`config.mk`:
```
export PLATFORM = sky130hd
export DESIGN_NAME = frq_div_multi
export DESIGN_NICKNAME = d
export VERILOG_FILES = /design/src/rtl/frq_div_pkg.sv /design/src/rtl/frq_div_chan.sv /design/src/rtl/frq_div_multi.sv
export SDC_FILE = /design/constraint.sdc
export NUM_CORES = 1
export LEC_CHECK = 0
export CAP_MARGIN = 20
export CORE_ASPECT_RATIO = 0.6
export CORE_MARGIN = 5
export CORE_UTILIZATION = 45
export CTS_CLUSTER_DIAMETER = 200
export CTS_CLUSTER_SIZE = 8
export DETAILED_ROUTE_END_ITERATION = 16
export SLEW_MARGIN = 15
export SYNTH_ARGS = -nofsm -noshare
export SYNTH_HDL_FRONTEND = slang
export SYNTH_SLANG_ARGS = --single-unit
```
`constraint.sdc`:
```
create_clock -name mclk -period 11.4 [get_ports mclk]
set_clock_uncertainty 0.2 [all_clocks]
set_input_delay 2.28 -clock mclk [delete_from_list [all_inputs] [get_ports mclk]]
set_output_delay 2.28 -clock mclk [all_outputs]
set_load 0.01 [all_outputs]
```
`src/rtl/frq_div_pkg.sv`:
```
// Shared defaults and helpers for the multi-channel frequency divider.
package frq_div_pkg;

  localparam int WIDTH_DEF   = 16;
  localparam int DEF_DIV_DEF = 10;

  // Channel-select width; a single channel still needs a one-bit select port.
  function automatic int ch_w(input int n);
    return (n <= 1) ? 1 : $clog2(n);
  endfunction

endpackage

```
`src/rtl/frq_div_chan.sv`:
```
// One divider channel: free-running period counter with a shadowed divisor
// that is swapped in only at a period boundary (or at once while halted).
module frq_div_chan #(
  parameter int WIDTH   = 16,
  parameter int DEF_DIV = 10
) (
  input  logic             mclk,
  input  logic             reset,
  input  logic             en_i,
  input  logic             ld_we_i,
  input  logic [WIDTH-1:0] ld_div_i,
  output logic             pend_o,
  output logic             tick_o,
  output logic             clk_out_o,
  output logic [WIDTH-1:0] cnt_o
);

  localparam logic [WIDTH-1:0] ONE     = WIDTH'(1);
  localparam logic [WIDTH-1:0] DEF     = WIDTH'(DEF_DIV);
  localparam logic             CLK_RST = (DEF_DIV >= 2);

  logic [WIDTH-1:0] cnt_q, cnt_d;
  logic [WIDTH-1:0] div_act_q, div_act_d;
  logic [WIDTH-1:0] div_pend_q, div_pend_d;
  logic             pend_q, pend_d;
  logic             tick_q, clk_out_q, clk_out_d;
  logic             wrap;

  assign wrap = en_i && (cnt_q == div_act_q - ONE);

  always_comb begin
    cnt_d      = cnt_q;
    div_act_d  = div_act_q;
    div_pend_d = div_pend_q;
    pend_d     = pend_q;
    if (ld_we_i) begin
      div_pend_d = ld_div_i;
      pend_d     = 1'b1;
    end
    if (wrap) begin
      cnt_d = '0;
      // A load arriving on the wrap cycle bypasses the shadow register.
      if (ld_we_i) begin
        div_act_d = ld_div_i;
        pend_d    = 1'b0;
      end else if (pend_q) begin
        div_act_d = div_pend_q;
        pend_d    = 1'b0;
      end
    end else if (en_i) begin
      cnt_d = cnt_q + ONE;
    end else if (pend_q) begin
      div_act_d = div_pend_q;
      pend_d    = 1'b0;
      cnt_d     = '0;
    end
    clk_out_d = (cnt_d < (div_act_d >> 1));
  end

  always_ff @(posedge mclk or posedge reset) begin
    if (reset) begin
      cnt_q      <= '0;
      div_act_q  <= DEF;
      div_pend_q <= DEF;
      pend_q     <= 1'b0;
      tick_q     <= 1'b0;
      clk_out_q  <= CLK_RST;
    end else begin
      cnt_q      <= cnt_d;
      div_act_q  <= div_act_d;
      div_pend_q <= div_pend_d;
      pend_q     <= pend_d;
      tick_q     <= wrap;
      clk_out_q  <= clk_out_d;
    end
  end

  assign pend_o    = pend_q;
  assign tick_o    = tick_q;
  assign clk_out_o = clk_out_q;
  assign cnt_o     = cnt_q;

endmodule

```
`src/rtl/frq_div_multi.sv`:
```
// NUM_CH independent programmable dividers sharing one master clock and a
// single valid/ready divisor-load port.
module frq_div_multi
  import frq_div_pkg::*;
#(
  parameter int WIDTH   = WIDTH_DEF,
  parameter int NUM_CH  = 4,
  parameter int DEF_DIV = DEF_DIV_DEF
) (
  input  logic                      mclk,
  input  logic                      reset,
  input  logic                      en,
  input  logic                      ld_valid,
  input  logic [ch_w(NUM_CH)-1:0]   ld_ch,
  input  logic [WIDTH-1:0]          ld_div,
  output logic                      ld_ready,
  output logic [NUM_CH-1:0]         tick,
  output logic [NUM_CH-1:0]         clk_out,
  output logic [NUM_CH*WIDTH-1:0]   count
);

  localparam int CH_W = ch_w(NUM_CH);

  logic [NUM_CH-1:0] pend;
  logic [NUM_CH-1:0] ld_we;
  logic [WIDTH-1:0]  div_in;

  assign div_in = (ld_div == '0) ? WIDTH'(1) : ld_div;

  // Out-of-range channel numbers stay ready so the request is drained and dropped.
  always_comb begin
    ld_ready = 1'b1;
    for (int i = 0; i < NUM_CH; i++) begin
      if (ld_ch == CH_W'(i)) ld_ready = !pend[i];
    end
  end

  for (genvar g = 0; g < NUM_CH; g++) begin : g_ch
    assign ld_we[g] = ld_valid && ld_ready && (ld_ch == CH_W'(g));

    frq_div_chan #(
      .WIDTH   (WIDTH),
      .DEF_DIV (DEF_DIV)
    ) u_chan (
      .mclk      (mclk),
      .reset     (reset),
      .en_i      (en),
      .ld_we_i   (ld_we[g]),
      .ld_div_i  (div_in),
      .pend_o    (pend[g]),
      .tick_o    (tick[g]),
      .clk_out_o (clk_out[g]),
      .cnt_o     (count[g*WIDTH +: WIDTH])
    );
  end

endmodule

```
==> results.md, run 1 <==
* DR pass1 iterations at 5
* Area of the die at about 35,000 um2
* Fin. Hold Viols at 0
* Hold-fix buffers, CTS at 0
* Part of the cycle the worst path needs at 58.2%
* NetSw at 1.35 mW
* Final setup vio count at 0
* Post-synthesis sequential area ratio at 36.9%
* Power share of the combinational group at 40.4%
* Detailed placer's ending HPWL at 30.3 mm
* Number of global-route vias before repair at between 10,000 and 15,000
* Internal power at 2.08 mW
* Routed Wire Length at between 40 and 50 mm
* Area grow syn2layout at 14.3%
* Area after DPL at ~15,000 um2
* Worst Path Required at 8.92 ns
* Core Box Area at 30,200 um2
* CP endpoint: ld_ready
* H-tree levels at 1
* Setup bufs post-CTS at 0
* Synthesis-stage register bit count at ~200
* Power Total at approximately 3.4 mW
* Number of port buffers at 94
* Global-route wire length before repair at 67.9 mm
* Top_reg_cell synth: dfrtp_1
* IO Count at 95
* Mapped Cells at ~1,600
* Row count at between 40 and 50
* CTS tree: done
* Post-layout util at 52.6%
* Worst path arrival time at 4.15 ns
* Tmin final at 6.63 ns
* Post-DR vias/cell at 6.06
* Synth Area in Adders at approximately 5.8%
* Synth top area cells: dfrtp_1 33%, nand2_1 6.2%, ha_1 5.8%, mux2_2 4.3%, dfstp_2 3.8%
* WS Path Type: in -> out
* Cts bufs inserted at 29
* Routed WL per cell at 20.7 um
* Post-synthesis mux area share at approximately 5.2%
* XOR/XNOR Fraction of Synth Area at 5.10%
* Area share of the leading cell type in the synthesized netlist at 33.1%
* Die W at 237 um
* Worst r2r path cells at 20
* Clock Tree Root: clkbuf_16
* Worst setup SP type: input pin
* Setup TNS at 0 ns
* Max Clk Rate at ~150 MHz
* Post-synth EDFFs at 0
* Largest net degree at the start of global routing at between 100 and 150
* Routability cong. at 0.894
* LEAKAGE at 6.88 nW
* Drt drc at 0
* Die span in y at 146 um
* Insertion delay to the later sink of the worst-skew pair at 0.55 ns
* Syn Area/Cell at ~8.6 um2
* Post-CTS Resized at 0
* Post-Syn Nets at 1,695
* Via count at 12,513
* Synth warnings at 0
* Unique masters post-synth at 77
* Clock group share of total power at 24.2%
* Worst hold path type: reg -> reg
* Worst VDD drop at approximately 0.00013 V
* R2r startpoint: g_ch[0].u_chan.div_act_q[0]
* GRT overflow at 0
* Net Sw Frac at 39.4%
* CTS sink cnt at 204
* DRT antenna net count at 0
* Reg power frac at 35.4%
* Cell Pwr Density at ~220 nW/um2
* Cell area after synthesis at between 10,000 and 15,000 um2
* Layout cells sized above 1 at 9.12%
* Initial core utilization at between 40% and 50%
* Initial antenna violation count at 0
* RR Endpoint: g_ch[0].u_chan.clk_out_o
* Slew Limit Fails at 0
* Fraction of registers with async set/reset at 100%
* CP Launch Point: ld_ch[1]
* CTS max path bufs at 3
* Diodes inserted at 0
* Critical path capture point type: output port
* Fillers at around 2,800
* Max-Cap Viols at 0
* Largest area contributor in the netlist: dfrtp_1
* Total track usage at a little under a quarter
* Simple-gate area share of the yosys netlist at a little over a fifth
* Worst slew margin at around a third
* Actual transition at the worst max-transition pin at 0.973 ns
* Worst Path Max Fanout at 5
* Post-route cell area at 15,900 um2
* Clock Pin Slew Worst Setup and Hold Paths at 0.05 ns
* Synth Area in Compound Gates at 20.6%
* RSZ-0062 raised after global routing: no
* R2r setup slk at 4.96 ns
* Fin nets at 1,720
* DRT iter0 DRCs at 1,322
* Largest family of logic cells by synthesized area: simple AND/OR/NAND/NOR gates
* Outcome: completed
## final cells by class
class	instances	area (um2)	area share, %
Multi-Input combinational cell	1245	8160	51.4
Inverter	45	176	1.11
Clock inverter	1	30.0	0.189
Timing Repair Buffer	109	1070	6.74
Tap cell	408	510	3.21
Sequential cell	204	5130	32.3
Clock buffer	52	812	5.11
## flip-flops by register name (all words and copies together) (netlist names)
register and count:
g_ch.u_chan.cnt_o 64, g_ch.u_chan.div_act_q 64, g_ch.u_chan.div_pend_q 64, g_ch.u_chan.clk_out_o 4
g_ch.u_chan.pend_o 4, g_ch.u_chan.tick_o 4
## worst min path at each step
| stage | start | end | slack [ns] | depth (start not counted) |
|---|---|---|---|---|
| after floorplan | g_ch[1].u_chan.div_pend_q[3] | g_ch[1].u_chan.div_pend_q[3] | 0.24 | 2 |
| after CTS | g_ch[1].u_chan.div_pend_q[1] | g_ch[1].u_chan.div_pend_q[1] | 0.26 | 2 |
| after global placement | g_ch[0].u_chan.div_pend_q[1] | g_ch[0].u_chan.div_pend_q[1] | 0.25 | 2 |
| after global routing | g_ch[0].u_chan.div_pend_q[3] | g_ch[0].u_chan.div_pend_q[3] | 0.29 | 2 |
| final | g_ch[1].u_chan.div_pend_q[3] | g_ch[1].u_chan.div_pend_q[3] | 0.26 | 2 |
| after detailed placement | g_ch[1].u_chan.div_pend_q[1] | g_ch[1].u_chan.div_pend_q[1] | 0.25 | 2 |
## per-stage QoR
stage | hold slack (ns) | instances | worst slack, ns
2_1_floorplan | 0.237 | 1609 | 3.39
3_3_place_gp | 0.247 | 2010 | 4.73
3_5_place_dp | 0.254 | 2010 | 4.65
4_1_cts | 0.263 | 2063 | 4.73
5_1_grt | 0.285 | 2064 | 4.35
6_report | 0.261 | 2064 | 4.77
## power groups by stage
stage                     combinational (mW)  clock, mW  sequential, mW
after global routing                    1.54      0.878            1.25
final                                   1.39      0.830            1.22
after CTS                               1.37      0.848            1.21
after floorplan                         1.08          0            1.10
after detailed placement                1.36          0            1.21
after global placement                  1.34          0            1.21
## layout by cell type, fill, tap and decap left out, types with 20 or more instances in the layout
master and instances:
clkdlybuf4s50_1 93, inv_1 44, nand2_1 229, a21o_1 41, o21a_1 22, a22oi_1 29
clkbuf_16 29, nor3_1 34, dfstp_2 20, xor2_1 23, ha_1 64, nor2b_1 45
nor2_1 87, o21ai_0 72, clkbuf_1 23, nand3_1 66, a21oi_1 73, xnor2_1 58
o22ai_1 36, nand4_1 29, mux2_2 53, a22o_1 32, dfrtp_1 184, a211oi_1 38
## cells by family (layout without fill, tap and decap cells)
kind of cell	count (synthesis)	in the layout
AO/OA/AOI/OAI	421	421
AND/OR/NAND/NOR	614	614
adder cells (fa/ha/maj)	64	64
flip-flops	204	204
multiplexers	65	65
buffers and inverters	160	207
XOR/XNOR	81	81
## synth_stat cells (41+ instances only)
library cell  count
nor2b_1          45
a21oi_1          73
ha_1             64
o21ai_0          72
nor2_1           87
dfrtp_1         184
xnor2_1          58
mux2_2           53
a21o_1           41
nand3_1          66
inv_1            45
clkbuf_1         91
nand2_1         229
## worst max-delay path: stages
cell             delay [ns]
clkdlybuf4s50_1        0.55
mux2_2                 0.35
o21ai_0                0.35
clkdlybuf4s50_1        0.62
## routing by layer
| layer | vias up | share of wire [%] | routed length (um) | track usage (%) |
|---|---|---|---|---|
| met4 | 0 | 1.8 | 789 | 4.50 |
| met3 | 57 | 6.9 | 2930 | 3.83 |
| met5 | - | 0 | 0 | 0 |
| met1 | 6140 | 50 | 21400 | 38.4 |
| met2 | 404 | 41 | 17600 | 33.6 |
| li1 | 5912 | - | - | - |
No activity file was read; power rests on OpenSTA's default activity.
==> inputs of run 2 (changes only) <==
==> constraint.sdc (replaced) <==
create_clock -name mclk -period 6.8 [get_ports mclk]
set_clock_uncertainty 0.2 [all_clocks]
set_input_delay 1.36 -clock mclk [delete_from_list [all_inputs] [get_ports mclk]]
set_output_delay 1.36 -clock mclk [all_outputs]
set_load 0.01 [all_outputs]
==> run 2 against run 1 <==
Clock-buffer cell count down 1; sequential power up 66%; non-clock buffer count up 15; worst setup slack worse by 3.8 ns; critical endpoint is now g_ch[0].u_chan.clk_out_o.
==> results.md, run 2 (synthesis gave the netlist of run 1 again) <==
* Routed WL per cell at 20.9 um (was 20.7 um)
* Area after DPL at 15,100 um2 (was 15,000 um2)
* Worst path arrival time at 6.12 ns (was 4.15 ns)
* Final setup vio count at 0 (unchanged)
* Total track usage at 24.2% (was 23.8%)
* Routability cong. at 0.938 (was 0.894)
* Via count at 12,548 (was 12,513)
* Max Clk Rate at 171 MHz
* Most used routing layer: met1 (unchanged)
* Hold-critical path depth at 2 (unchanged)
* Area grow syn2layout at 14.9% (was 14.3%)
* Footprint of the multi-input gates at 8150 um2 (was 8160 um2)
* Worst setup SP type: flop (was input pin)
* R2r setup slk at 0.96 ns (was 4.96 ns)
* Worst r2r path cells at 21 (was 20)
* Worst VDD drop at 0.000224 V (was 0.000133 V)
* Detailed placer's ending HPWL at 31.1 mm (was 30.3 mm)
* Fin. Hold Viols at 0 (unchanged)
* Initial antenna violation count at 0 (unchanged)
* Fillers at 2,824 (was 2,839)
* Layout cells sized above 1 at 9.88% (was 9.12%)
* Fin nets at 1,735 (was 1,720)
* Power Total at 5.75 mW (was 3.43 mW)
* RR Endpoint: g_ch[0].u_chan.clk_out_o (unchanged)
* Global-route wire length before repair at 68.3 mm (was 67.9 mm)
* Commonest non-fill, non-tap cell in the layout: nand2_1 (unchanged)
* Cell Pwr Density at 360 nW/um2 (was 216 nW/um2)
* DRT iter0 DRCs at 1,318 (was 1,322)
* Worst Path Max Fanout at 14 (was 5)
* Largest net degree at the start of global routing at 61 (was 144)
* Critical path capture point type: flop (was output port)
* Routed Wire Length at 43.3 mm (was 42.7 mm)
* RSZ-0062 raised after global routing: no (unchanged)
* Register area at 5130 um2 (unchanged)
* CTS tree: done (unchanged)
* Clock Tree Root: clkbuf_16 (unchanged)
* Tmin final at 5.84 ns
* Routing usage on met1 at 39.0% (was 38.4%)
* Max-Cap Viols at 0 (unchanged)
* CTS max path bufs at 3 (unchanged)
* Core Box Area at 30,200 um2 (unchanged)
* Worst slew margin at 39.5% (was 34.7%)
* CTS sink cnt at 204 (unchanged)
* Row count at 49 (unchanged)
* Part of the cycle the worst path needs at 85.9%
* Hold path endpoint: g_ch[0].u_chan.div_pend_q[1] (was g_ch[1].u_chan.div_pend_q[3])
* Cts bufs inserted at 29 (unchanged)
* Worst Path Required at 7.08 ns (was 8.92 ns)
* Diodes inserted at 0 (unchanged)
* Number of global-route vias before repair at 11,565 (was 11,706)
* Drt drc at 0 (unchanged)
* H-tree levels at 1 (unchanged)
* Clock Pin Slew Worst Setup and Hold Paths at 0.05 ns (about the same)
* Slew Limit Fails at 0 (unchanged)
* DRT antenna net count at 0 (unchanged)
* IO Count at 95 (unchanged)
* LEAKAGE at 6.93 nW (was 6.88 nW)
* Hold-fix buffers, CTS at 0 (unchanged)
* Number of port buffers at 94 (unchanged)
* Post-CTS Resized at 0 (unchanged)
* Initial core utilization at 46.0% (unchanged)
* Insertion delay to the later sink of the worst-skew pair at 0.56 ns (was 0.55 ns)
* Hold path start: g_ch[0].u_chan.div_pend_q[1] (was g_ch[1].u_chan.div_pend_q[3])
* GRT overflow at 0 (unchanged)
* Setup TNS at 0 ns (unchanged)
* Post-route cell area at 16,000 um2 (was 15,900 um2)
* Actual transition at the worst max-transition pin at 0.899 ns (was 0.973 ns)
* R2r startpoint: g_ch[0].u_chan.div_act_q[0] (unchanged)
* Outcome: completed (unchanged)
* Area of the die at 34,600 um2 (unchanged)
* Met2 GRT Util at 33.6% (about the same)
* WS Path Type: reg -> reg (was in -> out)
* Die span in y at 146 um (unchanged)
* Die W at 237 um (unchanged)
* Post-DR vias/cell at 6.04 (was 6.06)
* Met3 Usage GRT at 4.83% (was 3.83%)
* Worst hold path type: reg -> reg (unchanged)
* Most frequent cells in the layout: 229 x nand2_1, 184 x dfrtp_1, 93 x clkdlybuf4s50_1, 87 x nor2_1, 73 x a21oi_1 (unchanged)
* DR pass1 iterations at 6 (was 5)
* Setup bufs post-CTS at 0 (unchanged)
## run 2: worst max path at each step
stage | to | slack (ns) | startpoint | depth (start not counted)
floorplan | g_ch[3].u_chan.clk_out_o | 1.89 | g_ch[3].u_chan.div_act_q[0] | 20
global placement | g_ch[0].u_chan.clk_out_o | 1.15 | g_ch[0].u_chan.div_act_q[0] | 21
detailed placement | g_ch[0].u_chan.clk_out_o | 1.07 | g_ch[0].u_chan.div_act_q[0] | 21
CTS | g_ch[0].u_chan.clk_out_o | 1.02 | g_ch[0].u_chan.div_act_q[0] | 21
global route | g_ch[0].u_chan.clk_out_o | 0.33 | g_ch[0].u_chan.div_act_q[0] | 21
finish | g_ch[0].u_chan.clk_out_o | 0.96 | g_ch[0].u_chan.div_act_q[0] | 21
## run 2: stage by stage
stage	util [%]	hold slack, ns	cells	setup WS (ns)
2_1_floorplan	-	0.237	1609	1.89
3_3_place_gp	50.1	0.245	2026	1.15
3_5_place_dp	50.1	0.252	2026	1.07
4_1_cts	52.8	0.258	2078	1.02
5_1_grt	52.8	0.265	2078	0.333
6_report	52.8	0.259	2078	0.960
## run 2: area by class of cell
cell class | count | area share (%)
Clock buffer | 51 | 5.06
Tap cell | 408 | 3.20
Timing Repair Buffer | 124 | 7.29
Sequential cell | 204 | 32.1
Clock inverter | 1 | 0.188
Multi-Input combinational cell | 1245 | 51.1
Inverter | 45 | 1.08
## run 2: metal layers
layer	routed length, um	vias up
met1	21800	6119
met2	17400	445
li1	-	5930
met3	3390	54
met4	761	0
met5	0	-
## run 2: power breakdown
| group | internal, mW | switching, mW |
|---|---|---|
| combinational | 1.08 | 1.27 |
| clock | 0.828 | 0.550 |
| sequential | 1.58 | 0.446 |
## run 2: worst max-delay path, cell delays in order (launching register included)
cell and delay, ns:
dfrtp_1 0.44, inv_1 0.12, ha_1 0.33, or4b_2 0.68, o41ai_1 0.34, xor2_1 0.20
a32oi_1 0.08, nor4_1 0.44, and2_1 0.40, buf_4 0.23, nand2_1 0.30, o22ai_1 0.27
a21o_1 0.15, ha_1 0.24, a21oi_1 0.13, nor2_1 0.05, a2111oi_0 0.33, o21ai_0 0.18
a21oi_1 0.14, o21a_1 0.21, o2111ai_1 0.13, o21ai_0 0.17
==> inputs of run 3 (changes only) <==
==> constraint.sdc (replaced) <==
create_clock -name mclk -period 6.8 [get_ports mclk]
set_clock_uncertainty 0.2 [all_clocks]
set_input_delay 2.04 -clock mclk [delete_from_list [all_inputs] [get_ports mclk]]
set_output_delay 2.04 -clock mclk [all_outputs]
set_load 0.01 [all_outputs]
==> run 3 against run 2 <==
Sequential share of layout area down 0.12 points; first-iteration DRC count increased by 8.1%; power fell by 0.43%; maximum frequency down 3.8%; critical path depth is 17 lower; highest routed layer unchanged; utilization is 0.20 points higher; flip-flop and latch count did not move; worst setup slack got worse by 0.23 ns; wire length shrank 2.8%.
==> results.md, run 3 (synthesis gave the netlist of run 1 again) <==
* Drt drc at 0 (unchanged)
* Routed WL per cell at 20.2 um (was 20.9 um)
* Row count at 49 (unchanged)
* Largest net degree at the start of global routing at 118 (was 61)
* Clock Pin Slew Worst Setup and Hold Paths at 0.06 ns (was 0.05 ns)
* Routed Wire Length at 42.1 mm (was 43.3 mm)
* Slew Limit Fails at 0 (unchanged)
* Commonest non-fill, non-tap cell in the layout: nand2_1 (unchanged)
* Initial antenna violation count at 0 (unchanged)
* Detailed placer's ending HPWL at 30.3 mm (was 31.1 mm)
* Worst hold path type: reg -> reg (unchanged)
* DR pass1 iterations at 5 (was 6)
* Post-CTS Resized at 0 (unchanged)
* Hold-critical path depth at 2 (unchanged)
* CTS max path bufs at 3 (unchanged)
* Worst path arrival time at 3.83 ns (was 6.12 ns)
* Critical path capture point type: output port (was flop)
* Core Box Area at 30,200 um2 (unchanged)
* Footprint of the multi-input gates at 8150 um2 (unchanged)
* Area grow syn2layout at 15.3% (was 14.9%)
* Worst Path Max Fanout at 5 (was 14)
* Insertion delay to the later sink of the worst-skew pair at 0.55 ns (was 0.56 ns)
* CTS tree: done (unchanged)
* Cts bufs inserted at 29 (unchanged)
* RSZ-0062 raised after global routing: no (unchanged)
* Area of the die at 34,600 um2 (unchanged)
* Diodes inserted at 0 (unchanged)
* WS Path Type: in -> out (was reg -> reg)
* Via count at 12,516 (was 12,548)
* Outcome: completed (unchanged)
* Fin nets at 1,741 (was 1,735)
* Max Clk Rate at 165 MHz (was 171 MHz)
* Total track usage at 23.5% (was 24.2%)
* Register area at 5130 um2 (unchanged)
* Worst setup SP type: input pin (was flop)
* LEAKAGE at 6.97 nW (was 6.93 nW)
* Worst r2r path cells at 20 (was 21)
* Post-DR vias/cell at 6.00 (was 6.04)
* Hold-fix buffers, CTS at 0 (unchanged)
* Post-layout util at 53.0% (was 52.8%)
* Most frequent cells in the layout: 229 x nand2_1, 184 x dfrtp_1, 93 x clkdlybuf4s50_1, 87 x nor2_1, 73 x a21oi_1 (unchanged)
* Number of port buffers at 94 (unchanged)
* R2r setup slk at 0.93 ns (was 0.96 ns)
* Worst slew margin at 33.9% (was 39.5%)
* Routability cong. at 0.908 (was 0.938)
* Fin. Hold Viols at 0 (unchanged)
* Final Worst Setup Slack at 0.730 ns (was 0.960 ns)
* Setup bufs post-CTS at 0 (unchanged)
* Final setup vio count at 0 (unchanged)
* Layout cells sized above 1 at 10.2% (was 9.88%)
* Part of the cycle the worst path needs at 89.3% (was 85.9%)
* Pre-CTS WS at 0.719 ns (was 1.07 ns)
* IO Count at 95 (unchanged)
* Worst VDD drop at 0.000239 V (was 0.000224 V)
* Die span in y at 146 um (unchanged)
* Worst Path Required at 4.56 ns (was 7.08 ns)
* CTS sink cnt at 204 (unchanged)
* Clock Tree Root: clkbuf_16 (unchanged)
* Tmin final at 6.07 ns (was 5.84 ns)
* H-tree levels at 1 (unchanged)
* Actual transition at the worst max-transition pin at 0.983 ns (was 0.899 ns)
* Global-route wire length before repair at 66.7 mm (was 68.3 mm)
* GRT overflow at 0 (unchanged)
* Initial core utilization at 46.0% (unchanged)
* Setup TNS at 0 ns (unchanged)
* Cell Pwr Density at 357 nW/um2 (was 360 nW/um2)
* DRT antenna net count at 0 (unchanged)
* Number of global-route vias before repair at 11,319 (was 11,565)
* Max-Cap Viols at 0 (unchanged)
* DRT iter0 DRCs at 1,425 (was 1,318)
* Fillers at 2,866 (was 2,824)
* Die W at 237 um (unchanged)
[run 3: changes by cell type in the layout (fill, tap and decap cells not counted)]
cell and delta:
buf_12 +1, buf_4 +5, clkbuf_1 +1
[run 3: path summary, 6_finish.rpt]
check,startpoint,endpoint
worst min-delay path,g_ch[3].u_chan.div_pend_q[1],g_ch[3].u_chan.div_pend_q[1]
worst max register to register,g_ch[0].u_chan.div_act_q[0],g_ch[0].u_chan.clk_out_o
min in group asynchronous,reset,g_ch[0].u_chan.cnt_o[0]
max in group asynchronous,reset,g_ch[2].u_chan.div_pend_q[13]
worst min register to register,g_ch[3].u_chan.div_pend_q[1],g_ch[3].u_chan.div_pend_q[1]
worst max-delay path,ld_ch[1],ld_ready
[run 3: routing by layer]
layer,global-route usage [%],routed length [um],up-vias
li1,-,-,5955
met1,38.7,21500,6117
met2,32.6,17100,395
met3,3.43,2800,49
met4,3.81,721,0
met5,0,0,-
[run 3: final cells by class]
cell class              count  area share, %
multi-input cells        1245           50.9
flip-flops and latches    204           32.0
repair buffers            130           7.62
clock buffers              52           5.07
well taps                 408           3.19
inverters                  45           1.08
clock inverters             1          0.187
[run 3: critical path, cell delays in order]
cell             delay (ns)
clkdlybuf4s50_1        0.54
mux2_2                 0.34
o21ai_0                0.29
clkdlybuf4s50_1        0.61
[run 3: per-stage QoR]
stage	power (mW)	instances	hold WS (ns)	instance area (um2)
finish	5.73	2085	0.259	16000
global placement	4.27	2032	0.248	15200
detailed placement	4.32	2032	0.250	15200
CTS	5.73	2085	0.259	16000
global route	6.14	2085	0.269	16000
floorplan	3.66	1609	0.237	13900
[run 3: power by group]
part / switching, mW / internal, mW
logic: 1.24 / 1.08
registers: 0.443 / 1.58
clock network: 0.551 / 0.831
